===== config.mk =====
export PLATFORM = sky130hd
export DESIGN_NAME = reg_bank_file
export DESIGN_NICKNAME = d
export VERILOG_FILES = /design/src/rtl/reg_bank_file.sv
export SDC_FILE = /design/constraint.sdc
export NUM_CORES = 1
export LEC_CHECK = 0
export BUFFER_PORTS_ARGS = -buffer_cell sky130_fd_sc_hd__buf_2
export CORE_MARGIN = 10
export CORE_UTILIZATION = 50
export CTS_BUF_LIST = sky130_fd_sc_hd__clkbuf_8
export CTS_CLUSTER_SIZE = 16
export DETAILED_ROUTE_END_ITERATION = 8
export HOLD_SLACK_MARGIN = 0.03
export PLACE_DENSITY_LB_ADDON = 0.08
export SLEW_MARGIN = 10
export SYNTH_ARGS = -nofsm -noshare
export SYNTH_HDL_FRONTEND = slang
export SYNTH_SLANG_ARGS = --single-unit

===== constraint.sdc =====
create_clock -name clk -period 1.77 [get_ports clk]
set_clock_uncertainty 0.05 [all_clocks]
set_input_delay 0.354 -clock clk [delete_from_list [all_inputs] [get_ports clk]]
set_output_delay 0.354 -clock clk [all_outputs]
set_load 0.005 [all_outputs]

===== src/rtl/reg_bank_file.sv =====
// Banked register file (NUM_BANKS x REGS_PER_BANK words), 1 write port, 2 read ports, hardware bank-clear sequencer.
// Latency: reads are combinational (0 cycles); writes are visible the cycle after the write edge; a clear takes REGS_PER_BANK+1 busy cycles.
// Backpressure: none is exerted; writes offered while clr_busy=1 are discarded and flagged on wr_drop, and clr_req while busy is ignored.
//
// Optional build macro: REG_BANK_BYPASS_EN
//   defined   -> a write to the same valid word as a read port is forwarded to that read port in the same cycle
//   undefined -> read ports show the stored value until the cycle after the write
//
// Ports:
//   clk                 rising-edge clock
//   rst                 synchronous, active-high reset (zeroes every word, aborts any clear)
//   bank_sel            active bank for the read and write ports (PSW.RS1:RS0)
//   we, waddr, wdata    write port, index within the active bank
//   raddr_a, rdata_a    read port A, index within the active bank
//   raddr_b, rdata_b    read port B, index within the active bank
//   clr_req             request a clear of the active bank (only accepted while idle)
//   clr_busy            clear sequence in progress (CLEAR and DONE states)
//   clr_done            one-cycle pulse once the last word of the bank has been cleared
//   wr_drop             one-cycle pulse the cycle after a write was discarded during a clear

module reg_bank_file #(
    parameter int DATA_W        = 8,
    parameter int NUM_BANKS     = 4,
    parameter int REGS_PER_BANK = 8,
    localparam int BANK_W       = (NUM_BANKS > 1) ? $clog2(NUM_BANKS) : 1,
    localparam int REG_W        = $clog2(REGS_PER_BANK)
) (
    input  logic              clk,
    input  logic              rst,
    input  logic [BANK_W-1:0] bank_sel,
    input  logic              we,
    input  logic [REG_W-1:0]  waddr,
    input  logic [DATA_W-1:0] wdata,
    input  logic [REG_W-1:0]  raddr_a,
    output logic [DATA_W-1:0] rdata_a,
    input  logic [REG_W-1:0]  raddr_b,
    output logic [DATA_W-1:0] rdata_b,
    input  logic              clr_req,
    output logic              clr_busy,
    output logic              clr_done,
    output logic              wr_drop
);

    localparam int DEPTH  = NUM_BANKS * REGS_PER_BANK;
    localparam int PHYS_W = (DEPTH > 1) ? $clog2(DEPTH) : 1;
    localparam logic [REG_W-1:0] LAST_IDX = REG_W'(REGS_PER_BANK - 1);

    typedef enum logic [1:0] {
        S_IDLE  = 2'd0,
        S_CLEAR = 2'd1,
        S_DONE  = 2'd2
    } state_t;

    // Flat storage; bank b, word r lives at b*REGS_PER_BANK + r.
    logic [DATA_W-1:0] mem [DEPTH];

    state_t            state;
    logic [BANK_W-1:0] clr_bank;
    logic [REG_W-1:0]  idx;

    logic              bank_ok;
    logic              waddr_ok;
    logic              raddr_a_ok;
    logic              raddr_b_ok;
    logic              wr_ok;
    logic [PHYS_W-1:0] wphys;
    logic [PHYS_W-1:0] rphys_a;
    logic [PHYS_W-1:0] rphys_b;
    logic [PHYS_W-1:0] cphys;
    logic [DATA_W-1:0] stored_a;
    logic [DATA_W-1:0] stored_b;

    function automatic logic [PHYS_W-1:0] phys_idx(input logic [BANK_W-1:0] b,
                                                   input logic [REG_W-1:0]  a);
        return PHYS_W'(32'(b) * REGS_PER_BANK + 32'(a));
    endfunction

    // When NUM_BANKS / REGS_PER_BANK are not powers of two the select and
    // address fields can name words that do not exist; those behave as an
    // unbacked location (read 0, write ignored).
    assign bank_ok    = (32'(bank_sel) < NUM_BANKS);
    assign waddr_ok   = (32'(waddr)    < REGS_PER_BANK);
    assign raddr_a_ok = (32'(raddr_a)  < REGS_PER_BANK);
    assign raddr_b_ok = (32'(raddr_b)  < REGS_PER_BANK);

    assign wphys   = phys_idx(bank_sel, waddr);
    assign rphys_a = phys_idx(bank_sel, raddr_a);
    assign rphys_b = phys_idx(bank_sel, raddr_b);
    assign cphys   = phys_idx(clr_bank, idx);

    // The clear owns the array for its whole busy window, including DONE, so
    // the write port and the clear never collide on the same edge.
    assign wr_ok = we & ~clr_busy & bank_ok & waddr_ok;

    // ------------------------------------------------------------------
    // Storage
    // ------------------------------------------------------------------
    always_ff @(posedge clk) begin
        if (rst) begin
            mem <= '{default: '0};
        end else if (state == S_CLEAR) begin
            mem[cphys] <= '0;
        end else if (wr_ok) begin
            mem[wphys] <= wdata;
        end
    end

    // ------------------------------------------------------------------
    // Clear sequencer
    // ------------------------------------------------------------------
    always_ff @(posedge clk) begin
        if (rst) begin
            state    <= S_IDLE;
            clr_bank <= '0;
            idx      <= '0;
            clr_busy <= 1'b0;
            clr_done <= 1'b0;
            wr_drop  <= 1'b0;
        end else begin
            clr_done <= 1'b0;
            // Any write attempt during the busy window is dropped, whichever bank it targets.
            wr_drop  <= we & clr_busy;

            case (state)
                S_IDLE: begin
                    if (clr_req) begin
                        clr_bank <= bank_sel;
                        idx      <= '0;
                        clr_busy <= 1'b1;
                        if (bank_ok) begin
                            state <= S_CLEAR;
                        end else begin
                            // Nothing to clear: report completion straight away.
                            state    <= S_DONE;
                            clr_done <= 1'b1;
                        end
                    end
                end

                S_CLEAR: begin
                    if (idx == LAST_IDX) begin
                        state    <= S_DONE;
                        clr_done <= 1'b1;
                    end else begin
                        idx <= idx + 1'b1;
                    end
                end

                S_DONE: begin
                    state    <= S_IDLE;
                    clr_busy <= 1'b0;
                end

                default: begin
                    state    <= S_IDLE;
                    clr_busy <= 1'b0;
                end
            endcase
        end
    end

    // ------------------------------------------------------------------
    // Read ports
    // ------------------------------------------------------------------
    always_comb begin
        stored_a = '0;
        if (bank_ok && raddr_a_ok) begin
            stored_a = mem[rphys_a];
        end
    end

    always_comb begin
        stored_b = '0;
        if (bank_ok && raddr_b_ok) begin
            stored_b = mem[rphys_b];
        end
    end

`ifdef REG_BANK_BYPASS_EN
    // Forward only a write that will actually commit this edge, so a dropped
    // write never appears on a read port.
    always_comb begin
        rdata_a = stored_a;
        if (wr_ok && (waddr == raddr_a)) begin
            rdata_a = wdata;
        end
    end

    always_comb begin
        rdata_b = stored_b;
        if (wr_ok && (waddr == raddr_b)) begin
            rdata_b = wdata;
        end
    end
`else
    assign rdata_a = stored_a;
    assign rdata_b = stored_b;
`endif

endmodule


Word level (Yosys, flattened, before mapping)

Index checks and enable logic that the tools add are counted.
Widths: inputs -> output; s select.

Bits of input ports: 23
Bits in registers: 266

Multiplexer cells: 22
$lt $le $gt $ge: 6
Reductions and logical operators: 10
Bitwise operators: 10
$add $sub $neg: 5
Equal/unequal tests: 5

Operator list:

| operator            | number |
|---|---|
| $mux 256            | 2 |
| $and 256x256->256   | 1 |
| $bwmux 256          | 1 |
| $not 256->256       | 1 |
| $bmux 8 s5          | 2 |
| $demux 8 s5         | 2 |
| $mux 8              | 6 |
| $ge 6x6->1 const B  | 4 |
| $not 5->6           | 4 |
| $add 5x3->5         | 4 |
| $lt 6x1->1 const B  | 2 |
| $mux 3              | 2 |
| $pmux 3 s2          | 1 |
| $reduce_and 2->1    | 3 |
| $mux 2              | 2 |
| $ne 2x2->1 const B  | 2 |
| $pmux 2 s2          | 1 |
| $reduce_bool 2->1   | 2 |
| $add 3x1->3 const B | 1 |
| $eq 3x3->1 const B  | 1 |
| $reduce_and 3->1    | 1 |
| $and 1x1->1         | 2 |
| $eq 2x1->1 const B  | 1 |
| $logic_and 1x1->1   | 2 |
| other kinds (6)     | 8 |

Logic depth before layout (Yosys ltp)

Gate-level depths: netlist of run 1.

Depth in word-level cells: 9
Mapped depth: 7
Mapped depth without buffers: 6

Least setup slack after synthesis of run 1

OpenSTA, ideal clock, no wires.

Path type: input to register
Start point: input port waddr[1]
End point: register mem[151] in the netlist's numbering
Setup slack: -30 ps
Cell stages on the path: 6
Arrival: 1,618 ps
Path buffers: 3
Cell sequence: clkbuf_1 -> or4_4 -> buf_6 -> buf_6 -> o211ai_1 -> a21oi_1

Longest elaborated chain between the ends: 9
Elaborated cells on any way between the ends: 10

RTL lines:

| what                                                                  | line | text |
|---|---|---|
| start, declared                                                       | 32   | `input logic [REG_W-1:0] waddr,` |
| $add 5x3->5 (*)                                                       | 75   | `return PHYS_W'(32'(b) * REGS_PER_BANK + 32'(a));` |
| $not 5->6 (implied by the code) (*)                                   | 104  | `mem[wphys] <= wdata;` |
| $ge 6x6->1 (implied by the code) / $lt 6x1->1 (equally long branches) | 104  |  |
| $logic_and 1x1->1 (implied by the code)                               | 104  |  |
| $mux 8 (implied by the code)                                          | 104  |  |
| $demux 8 s5 (*)                                                       | 104  |  |
| $bwmux 256 (*)                                                        | 104  |  |
| $mux 256 (*)                                                          | 103  | `end else if (wr_ok) begin` |
| $mux 256 (*)                                                          | 101  | `end else if (state == S_CLEAR) begin` |
| end signal, assigned by index                                         | 104  |  |
| end, declared                                                         | 55   | `logic [DATA_W-1:0] mem [DEPTH];` |

Mark *: on every way between the ends. The rest lies on a longest branch, timed or not. The select of a mux whose other input is x is not followed.
A chain may end at the register's enable or synchronous reset.

Worst setup path in the final report of run 1

Start point: register mem[159] in the netlist's numbering
End point: output port rdata_b[7]

Longest elaborated chain between the ends: 3

RTL lines:

| what                                      | line | text |
|---|---|---|
| $bmux 8 s5                                | 175  | `stored_b = mem[rphys_b];` |
| $mux 8 (implied by the code) (2 in a row) | 175  |  |
| end, declared                             | 37   | `output logic [DATA_W-1:0] rdata_b,` |

No other way between the ends. The select of a mux whose other input is x is not followed.

==> results of run 1 <==
[final cells by class]
type	count	area, um^2
diodes	1	2.50
flip-flops and latches	266	5450
inverters	5	18.8
multi-input cells	1346	9870
clock inverters	21	87.6
well taps	396	495
repair buffers	282	3700
fillers	2468	10200
clock buffers	58	798
[logic make-up after synthesis]
family / Yosys count / share of synthesized area
AOI/OAI and AO/OA: 646 / 0.270
and+or+nand+nor: 434 / 0.146
adders and majority gates: 5 / 0.00403
xor gates and xnor gates: 1 / 0.000564
muxes: 258 / 0.166
buffers and inverters: 239 / 0.0698
DFF: 266 / 0.343
[sequential cells by signal (all words and copies together), names as in the netlist]
signal and cells:
idx 3, wr_drop 1, clr_bank 2, state 2
clr_busy 1, mem 256, clr_done 1
[report_power, final]
part	internal (mW)	leakage (nW)	switching, mW
sequential	6.03	2.20	0.0395
clock	2.92	0.518	2.71
combinational	1.09	4.53	1.61
total	10.0	7.24	4.36
[path summary, 6_finish.rpt]
path | from | depth (start not counted) | end
min | clr_req | 3 | clr_busy$_SDFFE_PP0P_
max reg2reg | state[0]$_SDFFE_PP0P_ | 6 | mem[157]$_SDFFE_PP0P_
max | mem[159]$_SDFFE_PP0P_ | 5 | rdata_b[7]
min reg2reg | idx[1]$_SDFFE_PP0P_ | 2 | idx[1]$_SDFFE_PP0P_
[cell usage in the layout (no fill, tap or decap), drive strengths merged]
| master | instances |
|---|---|
| bufbuf | 1 |
| inv | 21 |
| dfxtp | 266 |
| or4 | 3 |
| ha | 5 |
| nand2 | 39 |
| nor2 | 7 |
| and3b | 7 |
| and3 | 2 |
| nand4 | 18 |
| nor3b | 4 |
| a22oi | 128 |
| o21ai | 1 |
| mux2i | 258 |
| diode | 1 |
| a21oi | 259 |
| and4 | 2 |
| nand2b | 5 |
| nor4 | 2 |
| nor2b | 12 |
| clkinvlp | 1 |
| o211ai | 257 |
| dlymetal6s4s | 1 |
| or3 | 2 |
| clkbuf | 74 |
| and2 | 6 |
| clkinv | 4 |
| buf | 264 |
| a211oi | 1 |
| nor3 | 4 |
| and4b | 2 |
| nand3 | 321 |
| xnor2 | 1 |
[layer usage]
| layer | GRT usage | part of all wire | up-vias |
|---|---|---|---|
| met5 | 0 | 0.00034 | - |
| met4 | 0.134 | 0.064 | 4 |
| li1 | - | - | 7316 |
| met3 | 0.0696 | 0.13 | 331 |
| met1 | 0.425 | 0.38 | 8266 |
| met2 | 0.486 | 0.42 | 1391 |
[what timing repair did]
item                                   4_1_cts  5_1_grt
gates resized for setup                    207       99
setup endpoints to repair                   51      215
cloned                                       4       24
endpoints found under the hold margin        1        0
buffers inserted                            16       15
pin swaps                                   80      133
hold buffers                                 1        0
[worst max-delay path, stage by stage (launching register included)]
cell and delay [ns]:
dfxtp_2 0.35, mux2i_2 0.08, a22oi_2 0.29, nand3_2 0.15
nand4_1 0.24, buf_2 0.18
[through the flow]
stage / power (mW) / area (um^2) / setup WS (ns)
3_5_place_dp: 8.38 / 17700 / -0.817
2_1_floorplan: 7.27 / 15500 / 0.00452
6_report: 14.4 / 20400 / -0.523
3_3_place_gp: 8.37 / 17700 / -0.764
4_1_cts: 14.0 / 19500 / -0.417
5_1_grt: 14.7 / 20400 / -0.512
==> metrics.log, run 1 <==
[metrics] result of the run: complete, but fails checks
[metrics] violations in the final reports: negative setup slack
[metrics] unrepaired setup endpoints after global routing: true
[metrics] measured slew at the worst slew-check pin: 0.564 ns
[metrics] syn_area_per_cell: 8.40 um^2
[metrics] combined global-route utilization of all metal layers: 0.319
[metrics] DRT Pass-1 Iters: 7
[metrics] nature of the critical path startpoint: flop
[metrics] maximum buffer depth of the clock tree: 3
[metrics] y dimension of the die: 196 um
[metrics] arrival time at the worst endpoint: 1.89 ns
[metrics] Synth Flop Type: dfxtp_1
[metrics] crit path kind: reg2out
[metrics] largest vdd supply drop: 0.572 mV
[metrics] number of I/O pins: 42
[metrics] worst-skew pair later-pin latency: 0.59 ns
[metrics] total DRC errors in the routed layout: 0
[metrics] RD Place Congestion: 0.985
[metrics] initial DRC count: 2,561
[metrics] final std cells w/o fill: 2,375
[metrics] final hold slack: 0.0421 ns
[metrics] global-route wire length before repair: 98,100 um
[metrics] cell area after synthesis: 15,500 um^2
[metrics] H-tree depth: 2
[metrics] die footprint: 38,500 um^2
[metrics] cell count after placement: 2,245
[metrics] antenna violations before repair: 2
[metrics] Clock Root Buffer: clkbuf_8
[metrics] number of clock sinks: 266
[metrics] type of the most critical hold path: in2reg
[metrics] CTS clk-pin slew, worst paths: 0.06 ns
[metrics] maximum achievable frequency: 436 MHz
[metrics] clock period minus final worst setup slack: 2.29 ns
[metrics] max-slew violations: 0
[metrics] most common library cells after synthesis: nand3_1, dfxtp_1, a21oi_1
[metrics] gate count after technology mapping: 1,849
[metrics] standard cell core area: 30,600 um^2
[metrics] area overhead of the layout relative to synthesis: 31.5%
[metrics] final cell utilization of the core: 0.668
[metrics] Critical Path End Type: output pin
[metrics] minimum setup slack among reg-to-reg paths: -0.02 ns
[metrics] largest fanout of any net on the critical path: 3
[metrics] maximum number of pins on one net before global-route repair: 65
[metrics] die span in x: 196 um
[metrics] wire length after detailed routing: 70,100 um
[metrics] remaining number of nets flagged by the antenna check after routing: 0
[metrics] number of endpoints failing setup at the final stage: 24
[metrics] async set-reset flop share out of synthesis: 0
[metrics] Req. time, crit path: 1.37 ns
[metrics] largest area contributor in the netlist: dfxtp_1
[metrics] Yosys warning total: 0
[metrics] final routed wire length divided by cell count: 29.5 um
[metrics] power density over the cells: 705 nW/um^2
[metrics] starting density of the core: 0.508
[metrics] via count of the first global-routing pass: 15,600
[metrics] cells taking the most area after synthesis: dfxtp_1, mux2i_1, o211ai_1
[metrics] syn_nets: 1,877
[metrics] fraction of synthesized cell area taken by the top area cell type: 0.343
[metrics] CTS tree: built
[metrics] top-count cell post-synth: nand3_1
[metrics] detail-routed via count per cell: 7.29
[metrics] Seq/Total Area, Yosys: 0.343
[metrics] max-capacitance violation count: 0
[metrics] dpl hpwl: 40,100 um
[metrics] total global routing overflow: 0
[metrics] post-route fraction of the period consumed by the critical path: 1.30
[metrics] row cnt: 64
[metrics] fraction of final layout cells with drive strength greater than 1: 0.308
[metrics] Total Neg Setup Slack: -6.72 ns
[metrics] count of different cell masters after synthesis: 31
[metrics] EDFF count, synth: 0
[metrics] total via count in the routed design: 17,300
[metrics] hold violation total from the final report: 0
[metrics] #FFs+latches synth: 266
[metrics] worst path setup slack after routing: -0.523 ns
[metrics] port bufs: 41
[metrics] worst rel slew slack: 0.624
[metrics] Leakage: 7.24 nW
[metrics] number of nets at the end of the flow: 1,978
[metrics] clock buffer count from CTS: 49
Power figures use the tool's default switching activity.
==> inputs of run 2 (changes only) <==
SKIP_LAST_GASP = 1   (was not set)
==> run 2 against run 1 <==
  * The flow still finishes with violations (negative setup slack)
  * Hold slack got worse by 0.0014 ns
  * Core utilization decreased by 0.48 points
  * Register-to-register slack got worse by 0.08 ns
==> metrics.log, run 2 (synthesized netlist as in run 1, its figures left out) <==
[metrics] area used by multi-input combinational logic: 9860 um^2
[metrics] starting density of the core: 0.508
[metrics] fill cell count: 2,489
[metrics] port bufs: 41
[metrics] critical-path cell list: mux2i_1 -> a22oi_1 -> nand3_2 -> nand4_1 -> buf_2
[metrics] combined global-route utilization of all metal layers: 0.319
[metrics] die span in x: 196 um
[metrics] via count of the first global-routing pass: 15,600
[metrics] total DRC errors in the routed layout: 0
[metrics] largest reg by FF count: mem
[metrics] Leakage: 7.18 nW
[metrics] area used by sequential logic in the layout: 5450 um^2
[metrics] unrepaired setup endpoints after global routing: true
[metrics] crit path kind: reg2out
[metrics] CTS clk-pin slew, worst paths: 0.06 ns
[metrics] number of I/O pins: 42
[metrics] standard cell core area: 30,600 um^2
[metrics] worst-skew pair later-pin latency: 0.60 ns
[metrics] post-placement setup slack: -0.817 ns
[metrics] Internal: 10.0 mW
[metrics] combinational power share: 0.186
[metrics] Largest register FFs: 256
[metrics] final hold slack: 0.0407 ns
[metrics] most frequent cells in the layout: nand3_1, o211ai_1, a21oi_1
[metrics] worst rel slew slack: 0.629
[metrics] worst path setup slack after routing: -0.477 ns
[metrics] RD Place Congestion: 0.985
[metrics] Total Power: 14.4 mW
[metrics] antenna fix cells: 0
[metrics] result of the run: complete, but fails checks
[metrics] global-route wire length before repair: 98,100 um
[metrics] most used routing layer: met2
[metrics] maximum buffer depth of the clock tree: 3
[metrics] power density over the cells: 708 nW/um^2
[metrics] type of the most critical hold path: in2reg
[metrics] hold violation total from the final report: 0
[metrics] measured slew at the worst slew-check pin: 0.555 ns
[metrics] clock buffer count from CTS: 49
[metrics] number of endpoints failing setup at the final stage: 81
[metrics] commonest non-fill, non-tap cell in the layout: nand3_1
[metrics] total buffers and inverters traversed by the critical path: 1
[metrics] largest vdd supply drop: 0.568 mV
[metrics] area post-placement: 17,700 um^2
[metrics] largest registers: mem x256, idx x3
[metrics] number of clock sinks: 266
[metrics] Req. time, crit path: 1.37 ns
[metrics] switching power summed over all nets: 4.34 mW
[metrics] remaining number of nets flagged by the antenna check after routing: 0
[metrics] met3 routing resource usage after global routing: 0.0772
[metrics] number of nets at the end of the flow: 1,968
[metrics] nature of the critical path startpoint: flop
[metrics] detail-routed via count per cell: 7.23
[metrics] switching part of the total power: 0.302
[metrics] y dimension of the die: 196 um
[metrics] initial DRC count: 2,628
[metrics] standard cell with the maximum stage delay on the critical path: dfxtp_1
[metrics] total via count in the routed design: 17,100
[metrics] Clock Root Buffer: clkbuf_8
[metrics] maximum achievable frequency: 445 MHz
[metrics] final routed wire length divided by cell count: 29.5 um
[metrics] crit-path leading delay family: flip-flops
[metrics] max-capacitance violation count: 0
[metrics] post-route fraction of the period consumed by the critical path: 1.27
[metrics] H-tree depth: 2
[metrics] maximum number of pins on one net before global-route repair: 65
[metrics] slowest cell delay on critical path: 0.39 ns
[metrics] Critical Path End Type: output pin
[metrics] GRT met1 Usage: 0.421
[metrics] CTS tree: built
[metrics] part of the power in registers: 0.422
[metrics] fraction of final layout cells with drive strength greater than 1: 0.300
[metrics] largest fanout of any net on the critical path: 3
[metrics] part of the power in the clock network: 0.391
[metrics] Final Cell Area: 20,300 um^2
[metrics] DRT Pass-1 Iters: 6
[metrics] die footprint: 38,500 um^2
[metrics] row cnt: 64
[metrics] final cell utilization of the core: 0.663
[metrics] antenna violations before repair: 1
[metrics] wire length after detailed routing: 69,700 um
[metrics] max-slew violations: 0
[metrics] arrival time at the worst endpoint: 1.84 ns
[metrics] total global routing overflow: 0
[metrics] violations in the final reports: negative setup slack
[metrics] clock period minus final worst setup slack: 2.25 ns
[metrics] Global Route met2 Usage: 0.485
[metrics] dpl hpwl: 40,100 um
[metrics] area overhead of the layout relative to synthesis: 30.5%
## run 2: changes by cell type in the layout (fill, tap and decap cells not counted), moves of 4 or more
cell     previous run  this run
dfxtp_2           101        95
buf_4             106       101
dfxtp_1           165       170
mux2i_2            28        24
## run 2: worst register-to-register path: cells and delay by family (launching register included)
kind | cells | cell delay (ns)
simple gates | 2 | 0.74
flops | 1 | 0.32
compound gates | 2 | 0.30
buf+inv | 2 | 0.35
## run 2: metrics by stage
step | instances | TNS (ns)
detailed placement | 2245 | -10.91
floorplan | 1849 | 0
global route | 2364 | -12.23
global placement | 2245 | -8.86
finish | 2364 | -10.03
CTS | 2337 | -6.71
## run 2: power groups by stage
| stage | clock, mW | combinational, mW | sequential [mW] |
|---|---|---|---|
| finish | 5.62 | 2.68 | 6.07 |
| global route | 5.90 | 2.71 | 6.07 |
| CTS | 5.60 | 2.38 | 6.07 |
| detailed placement | 0 | 2.19 | 6.19 |
| global placement | 0 | 2.18 | 6.19 |
| floorplan | 0 | 1.09 | 6.19 |
## run 2: layout make-up
cell class                 count  area share
multi-input combinational   1346       0.486
timing repair buffer         272       0.176
clock buffer                  58      0.0394
inverter                       5    0.000925
clock inverter                21     0.00432
tap                          396      0.0244
sequential                   266       0.269
## run 2: timing repair
item	CTS	global route
pin swaps	79	67
buffers inserted	16	8
gates cloned	4	21
hold buffers	1	0
resized for setup	199	98
setup endpoints to repair	51	220
endpoints found under the hold margin	1	0
## run 2: worst paths after layout
kind                                       startpoint                     to  slack (ns)  cells after the start
worst max-delay path            mem[191]$_SDFFE_PP0P_             rdata_b[7]       -0.48                      5
worst min-delay path                          clr_req  clr_busy$_SDFFE_PP0P_        0.04                      3
worst min register to register    idx[1]$_SDFFE_PP0P_    idx[1]$_SDFFE_PP0P_        0.43                      2
worst max register to register  clr_busy$_SDFFE_PP0P_  mem[157]$_SDFFE_PP0P_       -0.10                      6
## run 2: layer usage
metal / wire [um] / vias up
met5: 17 / -
met4: 3970 / 2
met3: 9010 / 288
met2: 30000 / 1307
met1: 26600 / 8230
li1: - / 7276
